===== src/rtl/snn_pkg.sv =====
// Shared field layout and constants for the SNN spike-flatten stage.
// The input word is {valid, channel, y, x}, one byte each.
package snn_pkg;

    localparam logic [7:0]  SPIKE_VALID_BYTE = 8'h01;
    localparam int          X_LSB            = 0;
    localparam int          Y_LSB            = 8;
    localparam int          CH_LSB           = 16;
    localparam int          VALID_LSB        = 24;
    localparam logic [31:0] MARKER_WORD      = 32'h0000_0000;
    localparam int          IDX_FULL_W       = 24;

    typedef enum logic [1:0] {
        CLS_EMPTY = 2'd0,
        CLS_DROP  = 2'd1,
        CLS_SPIKE = 2'd2
    } beat_class_e;

endpackage


===== src/rtl/snn_sync_fifo.sv =====
// Show-ahead synchronous FIFO: dout always presents the head entry.
// Only pointers and occupancy are reset; storage is left untouched.
module snn_sync_fifo #(
    parameter int WIDTH = 33,
    parameter int DEPTH = 16
) (
    input  logic                   clk,
    input  logic                   reset,
    input  logic                   push,
    input  logic [WIDTH-1:0]       din,
    input  logic                   pop,
    output logic [WIDTH-1:0]       dout,
    output logic [$clog2(DEPTH):0] level,
    output logic                   full,
    output logic                   empty
);
    localparam int AW = $clog2(DEPTH);

    logic [WIDTH-1:0] mem [DEPTH];
    logic [AW-1:0]    wr_ptr;
    logic [AW-1:0]    rd_ptr;
    logic             do_pop;

    assign empty  = (level == '0);
    assign full   = (level == (AW+1)'(DEPTH));
    assign do_pop = pop && !empty;
    assign dout   = mem[rd_ptr];

    always_ff @(posedge clk) begin
        if (!reset) begin
            wr_ptr <= '0;
            rd_ptr <= '0;
            level  <= '0;
        end else begin
            if (push)
                wr_ptr <= wr_ptr + 1'b1;
            if (do_pop)
                rd_ptr <= rd_ptr + 1'b1;
            case ({push, do_pop})
                2'b10:   level <= level + 1'b1;
                2'b01:   level <= level - 1'b1;
                default: level <= level;
            endcase
        end
    end

    always_ff @(posedge clk) begin
        if (push)
            mem[wr_ptr] <= din;
    end

endmodule


===== src/rtl/snn_spike_flatten.sv =====
// Maps {channel, y, x} spike events to flat neuron indices and buffers them
// for the fully-connected layer, keeping end-of-timestep markers intact.
module snn_spike_flatten
    import snn_pkg::*;
#(
    parameter int IN_WIDTH    = 14,
    parameter int IN_HEIGHT   = 14,
    parameter int IN_CHANNELS = 32,
    parameter int FIFO_DEPTH  = 16,
    parameter int INDEX_WIDTH = 16
) (
    input  logic                          clk,
    input  logic                          reset,
    input  logic                          enable,
    input  logic [31:0]                   s_axis_input_tdata,
    input  logic                          s_axis_input_tvalid,
    output logic                          s_axis_input_tready,
    input  logic                          s_axis_input_tlast,
    output logic [31:0]                   m_axis_output_tdata,
    output logic                          m_axis_output_tvalid,
    input  logic                          m_axis_output_tready,
    output logic                          m_axis_output_tlast,
    output logic [31:0]                   input_spike_count,
    output logic [31:0]                   output_spike_count,
    output logic [31:0]                   drop_count,
    output logic [15:0]                   timestep_count,
    output logic [$clog2(FIFO_DEPTH):0]   fifo_level,
    output logic                          busy
);
    localparam int                    LVL_W   = $clog2(FIFO_DEPTH) + 1;
    localparam logic [IDX_FULL_W-1:0] PLANE   = IDX_FULL_W'(IN_HEIGHT * IN_WIDTH);
    localparam logic [IDX_FULL_W-1:0] ROW     = IDX_FULL_W'(IN_WIDTH);
    localparam logic [IDX_FULL_W-1:0] IDX_MSK = IDX_FULL_W'((64'd1 << INDEX_WIDTH) - 64'd1);

    logic [7:0]            in_vbyte, in_ch, in_y, in_x;
    logic [IDX_FULL_W-1:0] idx_p0;
    beat_class_e           cls_p0;
    logic                  accept, load_p0;
    logic [31:0]           word_p0;
    logic                  vld_p1, last_p1;
    logic [31:0]           data_p1;
    logic [32:0]           fifo_head, out_hold_p2;
    logic                  fifo_full, fifo_empty, pop;
    logic [LVL_W+1:0]      occ_nxt;

    assign in_vbyte = s_axis_input_tdata[VALID_LSB +: 8];
    assign in_ch    = s_axis_input_tdata[CH_LSB +: 8];
    assign in_y     = s_axis_input_tdata[Y_LSB +: 8];
    assign in_x     = s_axis_input_tdata[X_LSB +: 8];

    // Stage 0: classify the incoming beat and compute its flat index
    assign idx_p0 = IDX_FULL_W'(in_ch) * PLANE + IDX_FULL_W'(in_y) * ROW + IDX_FULL_W'(in_x);

    always_comb begin
        cls_p0 = CLS_SPIKE;
        if (in_vbyte == 8'h00)
            cls_p0 = CLS_EMPTY;
        else if (int'(in_x) >= IN_WIDTH || int'(in_y) >= IN_HEIGHT || int'(in_ch) >= IN_CHANNELS)
            cls_p0 = CLS_DROP;
    end

    assign accept  = s_axis_input_tvalid && s_axis_input_tready;
    assign load_p0 = accept && (cls_p0 == CLS_SPIKE || s_axis_input_tlast);
    assign word_p0 = (cls_p0 == CLS_SPIKE) ? {SPIKE_VALID_BYTE, idx_p0 & IDX_MSK} : MARKER_WORD;

    // Stage 1: single holding register ahead of the FIFO
    always_ff @(posedge clk) begin
        if (load_p0) begin
            data_p1 <= word_p0;
            last_p1 <= s_axis_input_tlast;
        end
    end

    // Stage 2: show-ahead FIFO, written unconditionally whenever stage 1 is valid
    snn_sync_fifo #(
        .WIDTH (33),
        .DEPTH (FIFO_DEPTH)
    ) u_fifo (
        .clk   (clk),
        .reset (reset),
        .push  (vld_p1),
        .din   ({last_p1, data_p1}),
        .pop   (pop),
        .dout  (fifo_head),
        .level (fifo_level),
        .full  (fifo_full),
        .empty (fifo_empty)
    );

    assign pop                  = !fifo_empty && m_axis_output_tready;
    assign m_axis_output_tvalid = !fifo_empty;
    assign {m_axis_output_tlast, m_axis_output_tdata} = fifo_empty ? out_hold_p2 : fifo_head;
    assign busy                 = vld_p1 || !fifo_empty;

    // Ready looks at next-cycle occupancy so a beat accepted now always has a slot
    assign occ_nxt = (LVL_W+2)'(fifo_level) + (LVL_W+2)'(vld_p1)
                   + (LVL_W+2)'(load_p0) - (LVL_W+2)'(pop);

    always_ff @(posedge clk) begin
        if (!reset) begin
            vld_p1              <= 1'b0;
            s_axis_input_tready <= 1'b0;
            out_hold_p2         <= '0;
            input_spike_count   <= '0;
            output_spike_count  <= '0;
            drop_count          <= '0;
            timestep_count      <= '0;
        end else begin
            vld_p1              <= load_p0;
            s_axis_input_tready <= enable && (occ_nxt < (LVL_W+2)'(FIFO_DEPTH));
            if (!fifo_empty)
                out_hold_p2 <= fifo_head;
            if (accept && cls_p0 == CLS_SPIKE)
                input_spike_count <= input_spike_count + 1'b1;
            if (accept && cls_p0 == CLS_DROP)
                drop_count <= drop_count + 1'b1;
            if (pop && fifo_head[31:24] == SPIKE_VALID_BYTE)
                output_spike_count <= output_spike_count + 1'b1;
            if (pop && fifo_head[32])
                timestep_count <= timestep_count + 1'b1;
            assert (!(vld_p1 && fifo_full && !pop));
        end
    end

endmodule


===== config.mk =====
export PLATFORM = sky130hd
export DESIGN_NAME = snn_spike_flatten
export DESIGN_NICKNAME = d
export VERILOG_FILES = /design/src/rtl/snn_pkg.sv /design/src/rtl/snn_sync_fifo.sv /design/src/rtl/snn_spike_flatten.sv
export SDC_FILE = /design/constraint.sdc
export NUM_CORES = 1
export LEC_CHECK = 0
export ABC_AREA = 1
export CORE_MARGIN = 4
export CORE_UTILIZATION = 58
export CTS_BUF_LIST = sky130_fd_sc_hd__clkbuf_16
export DETAILED_ROUTE_END_ITERATION = 8
export MAX_ROUTING_LAYER = met4
export PLACE_DENSITY = 0.8
export SYNTH_ARGS = -nofsm -noshare
export SYNTH_HDL_FRONTEND = slang
export SYNTH_SLANG_ARGS = --single-unit

===== constraint.sdc =====
create_clock -name clk -period 5 [get_ports clk]
set_input_delay 0.5 -clock clk [delete_from_list [all_inputs] [get_ports clk]]
set_output_delay 0.5 -clock clk [all_outputs]
set_load 0.005 [all_outputs]

==> impl_metrics.json <==
{
  "drtIter0Drc": 1833,
  "routed_wl_mm": 59.16,
  "ys_seq_area_frac": 0.5504,
  "finalSetupTns_ns": 0,
  "crit_path_max_fanout": 6,
  "cts-hold-fix-buffers": 0,
  "setup_viol": 0,
  "power_mw": 11.31,
  "start_kind": "input port",
  "antenna_found_initial": 1,
  "ys_ff_latch": 470,
  "synthArstFlopShare": 0,
  "critPathArrivalTime_ns": 4.66,
  "synth_mux_area_frac": 0,
  "critPathRequiredTime_ns": 5.32,
  "vias": 18087,
  "synth_xor_area_frac": 0.03363,
  "place_inst": 3038,
  "yosysMostFrequentCell": "nand2_1",
  "status": "complete, no violations",
  "area_growth_pct": 17.35,
  "fin_crit_ns": 4.342,
  "vdd_drop_max_uv": 325.5,
  "cts.sinks": 470,
  "clk_pin_slew_ns": 0.06,
  "reg2reg_depth": 9,
  "power_frac_seq": 0.384,
  "htreeDepth": 2,
  "boundaryPins": 191,
  "cts_tree": "done",
  "synth_top_cell_area_share": 0.4055,
  "switchingPower_mw": 3.752,
  "rsz0062_at_grt": "no",
  "hold_depth": 2,
  "port-buffer-count": 190,
  "fin_crit_sh": 0.8684,
  "synthTopCellsByCount": "nand2_1 (400), nor2_1 (340), edfxtp_1 (306), inv_1 (212), o21ai_0 (181)",
  "dieArea_um2": 42300,
  "wl_per_cell_um": 18.93,
  "first_global_vias": 17365,
  "grt_start_max_net_pins": 153,
  "syn-instance-count": 2395,
  "synth_edf_count": 306,
  "synth_warnings": 0,
  "place_hpwl_mm": 37.99,
  "finClkSkew_ns": 0.02440,
  "swShare": 0.3318,
  "viasPerCell": 5.786,
  "firstDrtPassIters": 6,
  "worst-setup-path-type": "in -> reg",
  "seqCellArea_um2": 12480,
  "cts_setup_buffers": 0,
  "synthTopCellsByArea": "edfxtp_1 (41%), dfxtp_1 (14%), nand2_1 (6.6%)",
  "yosys.cell_types.count": 50,
  "slew_violations": 0,
  "hold_path_class": "reg -> reg",
  "ctsResizeCount": 0,
  "drive_gt1_frac": 0.05562,
  "synthAdderAreaFrac": 0.06427,
  "synthFlopType": "edfxtp_1",
  "grtUsageTotal": 0.2818,
  "p_comb_frac": 0.303,
  "antenna_left": 0,
  "max_slew_margin": 0.4013,
  "die_w_um": 205.7,
  "yosysTopAreaCell": "edfxtp_1",
  "synth_simple_gate_area_frac": 0.1797,
  "cellLeakagePower_nw": 9.595,
  "cp-end-kind": "flip-flop",
  "synth_area_per_cell_um2": 9.462,
  "grt_overflow": 0,
  "p_clk_frac": 0.313,
  "drc": 0,
  "power.density_nw_per_um2": 425.2,
  "synth.net_count": 2538,
  "synth_compound_area_frac": 0.1146,
  "clock.fmax_mhz": 230.3,
  "fp-row-count": 72,
  "layout.nets": 2712,
  "p_int_mw": 7.556,
  "multiInputGateArea_um2": 8929,
  "grt_pass1_wl_mm": 91.90,
  "drv_cap": 0,
  "synth_area_um2": 22660,
  "synth_top_family_by_area": "simple AND/OR/NAND/NOR gates",
  "numCtsBuffers": 47,
  "clockBufferDepth": 3,
  "final_cells": 3126,
  "coreArea_um2": 38650,
  "clk-insertion-delay-late_ns": 0.59,
  "start_util": 0.5863,
  "nFillCells": 2878,
  "clockRootBuffer": "clkbuf_16",
  "gp_routability_congestion": 0.9649,
  "final_hold_viol_count": 0,
  "die_y_um": 205.7,
  "worstMarginPinSlew_ns": 0.8925
}
==> power by group through the flow <==
stage	clock network [mW]	logic (mW)	registers, mW
global placement	0	3.27	4.41
finish	3.54	3.43	4.34
global route	3.74	3.82	4.36
floorplan	0	2.30	4.38
detailed placement	0	3.39	4.42
CTS	3.58	3.42	4.34
==> cells in the final DEF (no fill, tap or decap), drive strengths merged, types with 65 or more instances in the layout <==
cell	count
clkdlybuf4s50	189
nor3	74
nand3	65
edfxtp	306
dfxtp	164
inv	231
o21ai	194
a21oi	139
nand2	404
nor2	345
ha	86
==> routing by layer <==
layer / vias to the layer above / track usage / part of all wire
met4: 0 / 0.08780 / 0.027
met5: - / - / 0
li1: 8558 / - / -
met1: 8507 / 0.3727 / 0.40
met3: 140 / 0.04933 / 0.092
met2: 882 / 0.4494 / 0.48
==> metrics by stage <==
step / cell area, µm² / util / hold WS [ns] / worst slack [ns]
floorplan: 22660 / - / 0.4246 / 1.047
global placement: 25040 / 0.6479 / 0.4320 / 0.1457
detailed placement: 25040 / 0.6479 / 0.4368 / 0.06831
CTS: 26590 / 0.6880 / 0.4468 / 0.6741
global route: 26590 / 0.6881 / 0.4674 / 0.2843
finish: 26590 / 0.6881 / 0.4436 / 0.6580
==> final cells by class <==
cell class / count / share of cell area
antenna: 1 / 0.00009410
clock buffer: 47 / 0.04423
clock inverter: 40 / 0.01416
inverter: 220 / 0.03119
multi-input combinational: 1609 / 0.3357
sequential: 470 / 0.4692
tap: 518 / 0.02437
timing repair buffer: 221 / 0.08102
==> critical path: stages <==
cell             delay (ns)
clkdlybuf4s50_1        0.55
fa_1                   0.57
ha_1                   0.17
inv_1                  0.06
fa_1                   0.40
o21ai_0                0.30
a21oi_1                0.11
o21ai_0                0.28
a21oi_1                0.11
o21bai_1               0.15
ha_1                   0.25
ha_1                   0.36
nand2_1                0.11
inv_1                  0.04
a221oi_1               0.27
nand3_1                0.15
o21ai_0                0.20
a21oi_1                0.06
==> flip-flops by register name (all words and copies together), names as in the netlist, named ones only <==
signal               cells
input_spike_count       32
vld_p1                   1
u_fifo.rd_ptr            4
s_axis_input_tready      1
u_fifo.wr_ptr            4
u_fifo.level             5
output_spike_count      32
u_fifo.mem             288
last_p1                  1
data_p1                 17
out_hold_p2             33
drop_count              32
timestep_count          16
==> worst paths after layout <==
check / endpoint / start / slack [ns]
worst max-delay path: data_p1[13] / s_axis_input_tdata[9] / 0.66
worst min-delay path: out_hold_p2[16] / out_hold_p2[16] / 0.44
worst max register to register: output_spike_count[13] / flip-flop / 1.78
worst min register to register: out_hold_p2[16] / out_hold_p2[16] / 0.44
==> kinds of logic after synthesis <==
group | Yosys count
compound gates | 452
fa+ha+maj | 105
buf+inv | 316
xor+xnor | 87
flops | 470
simple gates | 965
Power figures use the tool's default switching activity.
